**src/rtl/pulse_tick_pkg.sv**
```systemverilog
// pulse_tick_pkg
// Shared definitions for the pulse conditioning block: FSM state encoding
// and default qualification / watchdog constants.
package pulse_tick_pkg;

  typedef logic [1:0] state_t;

  localparam state_t ST_LOW    = 2'd0;
  localparam state_t ST_RISE_Q = 2'd1;
  localparam state_t ST_HIGH   = 2'd2;
  localparam state_t ST_FALL_Q = 2'd3;

  localparam int DEF_MIN_HIGH = 3;
  localparam int DEF_MIN_LOW  = 3;
  localparam int DEF_TIMEOUT  = 50000;

endpackage

```
**src/rtl/pulse_tick_gen_sync_2ff.sv**
```systemverilog
// sync_2ff
// Two-flop synchronizer for an asynchronous single-bit input. Both flops
// reset asynchronously to 0. Reusable for any external level input.
// Ports:
//   clk   - destination clock
//   reset - asynchronous active-high reset
//   d     - asynchronous input
//   q     - synchronized output (two clk edges of latency)
module sync_2ff (
  input  logic clk,
  input  logic reset,
  input  logic d,
  output logic q
);

  logic meta;

  always_ff @(posedge clk or posedge reset) begin
    if (reset) begin
      meta <= 1'b0;
      q    <= 1'b0;
    end else begin
      meta <= d;
      q    <= meta;
    end
  end

endmodule

```
**src/rtl/pulse_tick_gen.sv**
```systemverilog
// pulse_tick_gen
// Conditions an asynchronous pulse pin into single-cycle tick strobes.
// The pin is synchronized, then a four-state filter requires MIN_HIGH
// consecutive high samples to accept a rising edge and MIN_LOW consecutive
// low samples to accept a falling edge. Each accepted rising edge yields
// exactly one registered tick.
// Optional watchdog: build with PULSE_TICK_TIMEOUT_EN defined to get a
// stall flag after TIMEOUT enabled cycles without a tick; otherwise stall
// is tied low and TIMEOUT/TO_W have no effect.
// Ports:
//   clk   - clock
//   reset - asynchronous active-high reset
//   en    - block enable; low forces the filter idle and outputs low
//   pin   - asynchronous raw pulse input
//   tick  - one-cycle strobe per qualified rising edge
//   level - filtered pin level
//   stall - no tick seen for TIMEOUT enabled cycles
module pulse_tick_gen
  import pulse_tick_pkg::*;
#(
  parameter int MIN_HIGH = DEF_MIN_HIGH,
  parameter int MIN_LOW  = DEF_MIN_LOW,
  parameter int CNT_W    = 4,
  parameter int TIMEOUT  = DEF_TIMEOUT,
  parameter int TO_W     = 16
) (
  input  logic clk,
  input  logic reset,
  input  logic en,
  input  logic pin,
  output logic tick,
  output logic level,
  output logic stall
);

  // Elaboration-time parameter sanity checks.
  if (MIN_HIGH < 1 || MIN_LOW < 1) begin : g_bad_min
    $error("pulse_tick_gen: MIN_HIGH and MIN_LOW must be >= 1");
  end
  if (longint'(MIN_HIGH) >= (longint'(1) << CNT_W) ||
      longint'(MIN_LOW)  >= (longint'(1) << CNT_W)) begin : g_bad_cnt_w
    $error("pulse_tick_gen: CNT_W too narrow for MIN_HIGH/MIN_LOW");
  end
  if (TIMEOUT < 1 || longint'(TIMEOUT) >= (longint'(1) << TO_W)) begin : g_bad_to
    $error("pulse_tick_gen: TIMEOUT must be >= 1 and fit in TO_W bits");
  end

  localparam logic [CNT_W-1:0] MH_CNT = CNT_W'(MIN_HIGH);
  localparam logic [CNT_W-1:0] ML_CNT = CNT_W'(MIN_LOW);
  localparam bit               MH_ONE = (MIN_HIGH == 1);
  localparam bit               ML_ONE = (MIN_LOW == 1);

  logic             s;
  state_t           state;
  logic [CNT_W-1:0] cnt;
  logic [CNT_W-1:0] cnt_inc;
  logic             qual_rise;
  logic             qual_fall;

  sync_2ff u_sync (
    .clk   (clk),
    .reset (reset),
    .d     (pin),
    .q     (s)
  );

  assign cnt_inc = cnt + CNT_W'(1);

  // A rising edge is accepted this cycle: shared by the FSM (tick) and
  // the watchdog (clear) so both react on the same edge.
  assign qual_rise = en && s &&
                     ((state == ST_LOW    && MH_ONE) ||
                      (state == ST_RISE_Q && cnt_inc == MH_CNT));

  assign qual_fall = en && !s &&
                     ((state == ST_HIGH   && ML_ONE) ||
                      (state == ST_FALL_Q && cnt_inc == ML_CNT));

  always_ff @(posedge clk or posedge reset) begin
    if (reset) begin
      state <= ST_LOW;
      cnt   <= '0;
      tick  <= 1'b0;
      level <= 1'b0;
    end else if (!en) begin
      state <= ST_LOW;
      cnt   <= '0;
      tick  <= 1'b0;
      level <= 1'b0;
    end else begin
      tick <= qual_rise;
      case (state)
        ST_LOW: begin
          if (qual_rise) begin
            state <= ST_HIGH;
            cnt   <= '0;
            level <= 1'b1;
          end else if (s) begin
            state <= ST_RISE_Q;
            cnt   <= CNT_W'(1);
          end
        end
        ST_RISE_Q: begin
          if (!s) begin
            // Glitch shorter than MIN_HIGH: drop it silently.
            state <= ST_LOW;
            cnt   <= '0;
          end else if (qual_rise) begin
            state <= ST_HIGH;
            cnt   <= '0;
            level <= 1'b1;
          end else begin
            cnt <= cnt_inc;
          end
        end
        ST_HIGH: begin
          if (qual_fall) begin
            state <= ST_LOW;
            cnt   <= '0;
            level <= 1'b0;
          end else if (!s) begin
            state <= ST_FALL_Q;
            cnt   <= CNT_W'(1);
          end
        end
        default: begin // ST_FALL_Q
          if (s) begin
            // Low glitch while high: stay high, no new tick.
            state <= ST_HIGH;
            cnt   <= '0;
          end else if (qual_fall) begin
            state <= ST_LOW;
            cnt   <= '0;
            level <= 1'b0;
          end else begin
            cnt <= cnt_inc;
          end
        end
      endcase
    end
  end

`ifdef PULSE_TICK_TIMEOUT_EN
  localparam logic [TO_W-1:0] TO_VAL = TO_W'(TIMEOUT);

  logic [TO_W-1:0] wd_cnt;
  logic            stall_r;

  // Watchdog: counts enabled cycles, saturates at TIMEOUT, and is cleared
  // on the same edge that raises tick.
  always_ff @(posedge clk or posedge reset) begin
    if (reset) begin
      wd_cnt  <= '0;
      stall_r <= 1'b0;
    end else if (!en) begin
      wd_cnt  <= '0;
      stall_r <= 1'b0;
    end else if (qual_rise) begin
      wd_cnt  <= '0;
      stall_r <= 1'b0;
    end else begin
      if (wd_cnt != TO_VAL) begin
        wd_cnt <= wd_cnt + TO_W'(1);
      end
      stall_r <= (wd_cnt == TO_VAL);
    end
  end

  assign stall = stall_r;
`else
  assign stall = 1'b0;
`endif

endmodule

```
**config.mk**
```make
export PLATFORM = sky130hd
export DESIGN_NAME = pulse_tick_gen
export DESIGN_NICKNAME = d
export VERILOG_FILES = /design/src/rtl/pulse_tick_pkg.sv /design/src/rtl/pulse_tick_gen_sync_2ff.sv /design/src/rtl/pulse_tick_gen.sv
export SDC_FILE = /design/constraint.sdc
export NUM_CORES = 1
export LEC_CHECK = 0
export CAP_MARGIN = 20
export CORE_MARGIN = 4
export CORE_UTILIZATION = 45
export DETAILED_ROUTE_END_ITERATION = 7
export GPL_TIMING_DRIVEN = 1
export PLACE_DENSITY = 0.74
export SLEW_MARGIN = 5
export SYNTH_ARGS = -nofsm -noshare
export SYNTH_HDL_FRONTEND = slang
export SYNTH_HIERARCHICAL = 1
export SYNTH_SLANG_ARGS = --single-unit
```
**constraint.sdc**
```tcl
create_clock -name clk -period 2.45 [get_ports clk]
set_clock_uncertainty 0.2 [all_clocks]
set_input_delay 0.245 -clock clk [delete_from_list [all_inputs] [get_ports clk]]
set_output_delay 0.245 -clock clk [all_outputs]
set_load 0.03 [all_outputs]
```
==> results.sh <==
export IMPL_hold_violations=0
export IMPL_num_antenna_cells=0
export IMPL_cp_arrival_ns=2.18
export IMPL_stdcell_count=106
export IMPL_required_ns=2.41
export IMPL_fmax_mhz=449.2
export IMPL_yosys_cell_types_count=30
export IMPL_grt_pass1_vias=577
export IMPL_hold_path_class="reg -> reg"
export IMPL_rsz0062_at_grt="no"
export IMPL_hpwl_um=1143
export IMPL_drive_gt1_frac=0.07778
export IMPL_clockBufferDepth=2
export IMPL_start_kind="flop"
export IMPL_drtIter0Drc=27
export IMPL_drt_vias_per_instance=6.000
export IMPL_start_util=0.4751
export IMPL_path_cells="ha_1 > nor4b_2 > o21ba_2 > or4b_1 > o211a_1"
export IMPL_grt_max_degree=10
export IMPL_grt_overflow_total=0
export IMPL_top_layer_used="met4"
export IMPL_netlist_instances=80
export IMPL_gp_routability_congestion=0.8642
export IMPL_num_fill_cells=129
export IMPL_path_class="reg -> reg"
export IMPL_cts_tree="yes"
export IMPL_grt_usage=0.1630
export IMPL_slew_viol_final=0
export IMPL_clk_latency_ns=0.26
export IMPL_drt_pass1_iter_count=4
export IMPL_setup_tns_final_ns=0
export IMPL_max_stage_delay_ns=0.47
export IMPL_cts_sinks=10
export IMPL_vias=636
export IMPL_synth_top_area_share=0.3497
export IMPL_setup_viol=0
export IMPL_clk_pin_slew_ns=0.07
export IMPL_die_h_um=47.88
export IMPL_synth_avg_cell_area_um2=8.946
export IMPL_placedInstanceArea_um2=793.3
export IMPL_wl_met1_um=743
export IMPL_wl_met3_um=85
export IMPL_wl_per_cell_um=14.31
export IMPL_synth_largest_area_cell="dfrtp_1"
export IMPL_rows=14
export IMPL_wl_um=1517
export IMPL_cts_buffers=3
export IMPL_cp_slowest_cell="dfrtp_1"
export IMPL_port_buffers=5
export IMPL_place_inst=102
export IMPL_min_period_over_period=0.9086
export IMPL_final_cell_mix="10 x dfrtp_1, 7 x inv_1, 7 x ha_1"
export IMPL_grt_antenna_before_repair=0
export IMPL_io_pins=7
export IMPL_syn_nets=91
export IMPL_core_area_mm2=0.001506
export IMPL_area_delta_synth_final_pct=15.38
export IMPL_end_kind="flop"
export IMPL_cts_htree_levels=1
export IMPL_post_cts_buffers=0
export IMPL_die_x_um=47.88
export IMPL_p_per_area_mw_per_mm2=679.8
export IMPL_cp_max_fo=9
export IMPL_nets=103
export IMPL_wl_met2_um=667
export IMPL_layout_commonest_cell="dfrtp_1"
export IMPL_final_area_um2=825.8
export IMPL_min_period_ns=2.226
export IMPL_p_leak_nw=0.3841
export IMPL_yosys_register_bits=10
export IMPL_power_total_mw=0.5614
export IMPL_ir_drop_v=0.0003780
export IMPL_cap_violations=0
export IMPL_seq_area_frac_synth=0.3497
export IMPL_ant_nets=0
export IMPL_dieArea_mm2=0.002292
export IMPL_yosysWarnings=6
export IMPL_syn_area_um2=715.7
export IMPL_remaining_drc_errors=0
export IMPL_synthTopCellsByArea="dfrtp_1 35%, ha_1 12%, mux2i_1 4.2%"
export IMPL_outcome="finished, final reports clean"
export IMPL_root_buffer="clkbuf_4"
export IMPL_grt_pass1_wl_um=2601
## where the power goes
part / switching (mW) / internal (mW)
sequential: 0.0373 / 0.185
combinational: 0.131 / 0.0944
clock: 0.0573 / 0.0568
total: 0.225 / 0.336
## state kept, by name, indices dropped and copies added, names as in the netlist
signal / flops
tick: 1
cnt: 4
u_sync/meta: 1
state: 2
level: 1
u_sync/q: 1
## stage by stage
| stage | utilization | hold slack, ns | worst slack [ns] |
|---|---|---|---|
| after floorplan | - | -0.2138 | 0.3798 |
| after global placement | 0.5266 | 0.1429 | 0.3034 |
| after detailed placement | 0.5266 | 0.1471 | 0.2415 |
| after CTS | 0.5482 | 0.1620 | 0.2362 |
| after global routing | 0.5482 | 0.1822 | 0.08939 |
| final | 0.5482 | 0.1602 | 0.2238 |
## synthesized netlist by cell type
master and count:
or4b_1 1, and3_1 2, dfrtp_1 10, buf_4 1, o21ai_1 1, conb_1 1, o31ai_1 3, o2111ai_1 1
a21o_1 1, a2111oi_0 1, nand3_1 2, nor2_1 6, inv_1 7, nor4b_2 1, o311a_1 1, nor3_1 5
o22ai_1 1, o21a_1 2, o211ai_1 1, mux2i_1 3, nand2b_1 1, ha_1 7, o21ai_0 6, nor2b_1 2
nand2_1 6, a21oi_1 2, a211oi_1 2, o211a_1 1, o21ba_2 1, a22oi_1 1
## final timing paths
kind | startpoint | end | slack (ns) | cells after the start
max | cnt[0]$_DFFE_PP0P_ | level$_DFFE_PP0P_ | 0.22 | 5
min | u_sync/meta$_DFF_PP0_ | u_sync/q$_DFF_PP0_ | 0.16 | 0
max reg2reg | cnt[0]$_DFFE_PP0P_ | level$_DFFE_PP0P_ | 0.22 | 5
min reg2reg | u_sync/meta$_DFF_PP0_ | u_sync/q$_DFF_PP0_ | 0.16 | 0
max in group asynchronous | reset | state[0]$_DFFE_PP0P_ | 1.19 | 3
min in group asynchronous | reset | u_sync/meta$_DFF_PP0_ | 0.51 | 3
## critical path, delay by kind of cell (launching register included)
family / cells / cell delay [ns]
AOI/OAI and AO/OA: 2 / 0.39
and+or+nand+nor: 2 / 0.78
adders and majority gates: 1 / 0.28
DFF: 1 / 0.47
## timing repair
item                                    4_1_cts  5_1_grt
hold buffers                                  1        0
hold endpoints to repair                      2        0
resized for setup                             0        0
endpoints found under the setup margin        0        0
## area by class of cell
type                       instances  area [um2]  share of cell area
multi-input combinational         62       431.7              0.5227
timing repair buffer               8       75.07             0.09091
clock buffer                       3       22.52             0.02727
sequential                        10       250.2              0.3030
inverter                           7       26.28             0.03182
tap                               16       20.02             0.02424
## kinds of logic (layout without fill, tap and decap cells)
kind of cell | after synthesis | in the layout | share of synthesized area
AND/OR/NAND/NOR | 26 | 26 | 0.1905
buffers and inverters | 8 | 18 | 0.04721
flip-flops | 10 | 10 | 0.3497
multiplexers | 3 | 3 | 0.04196
other | 1 | 1 | 0.005240
AO/OA/AOI/OAI | 25 | 25 | 0.2430
adder cells (fa/ha/maj) | 7 | 7 | 0.1224
## layer usage
layer,up-vias,global-route usage
met2,21,0.2348
li1,310,-
met3,5,0.04135
met1,300,0.2385
met4,0,0.04839
met5,-,0
Power figures use the tool's default switching activity.
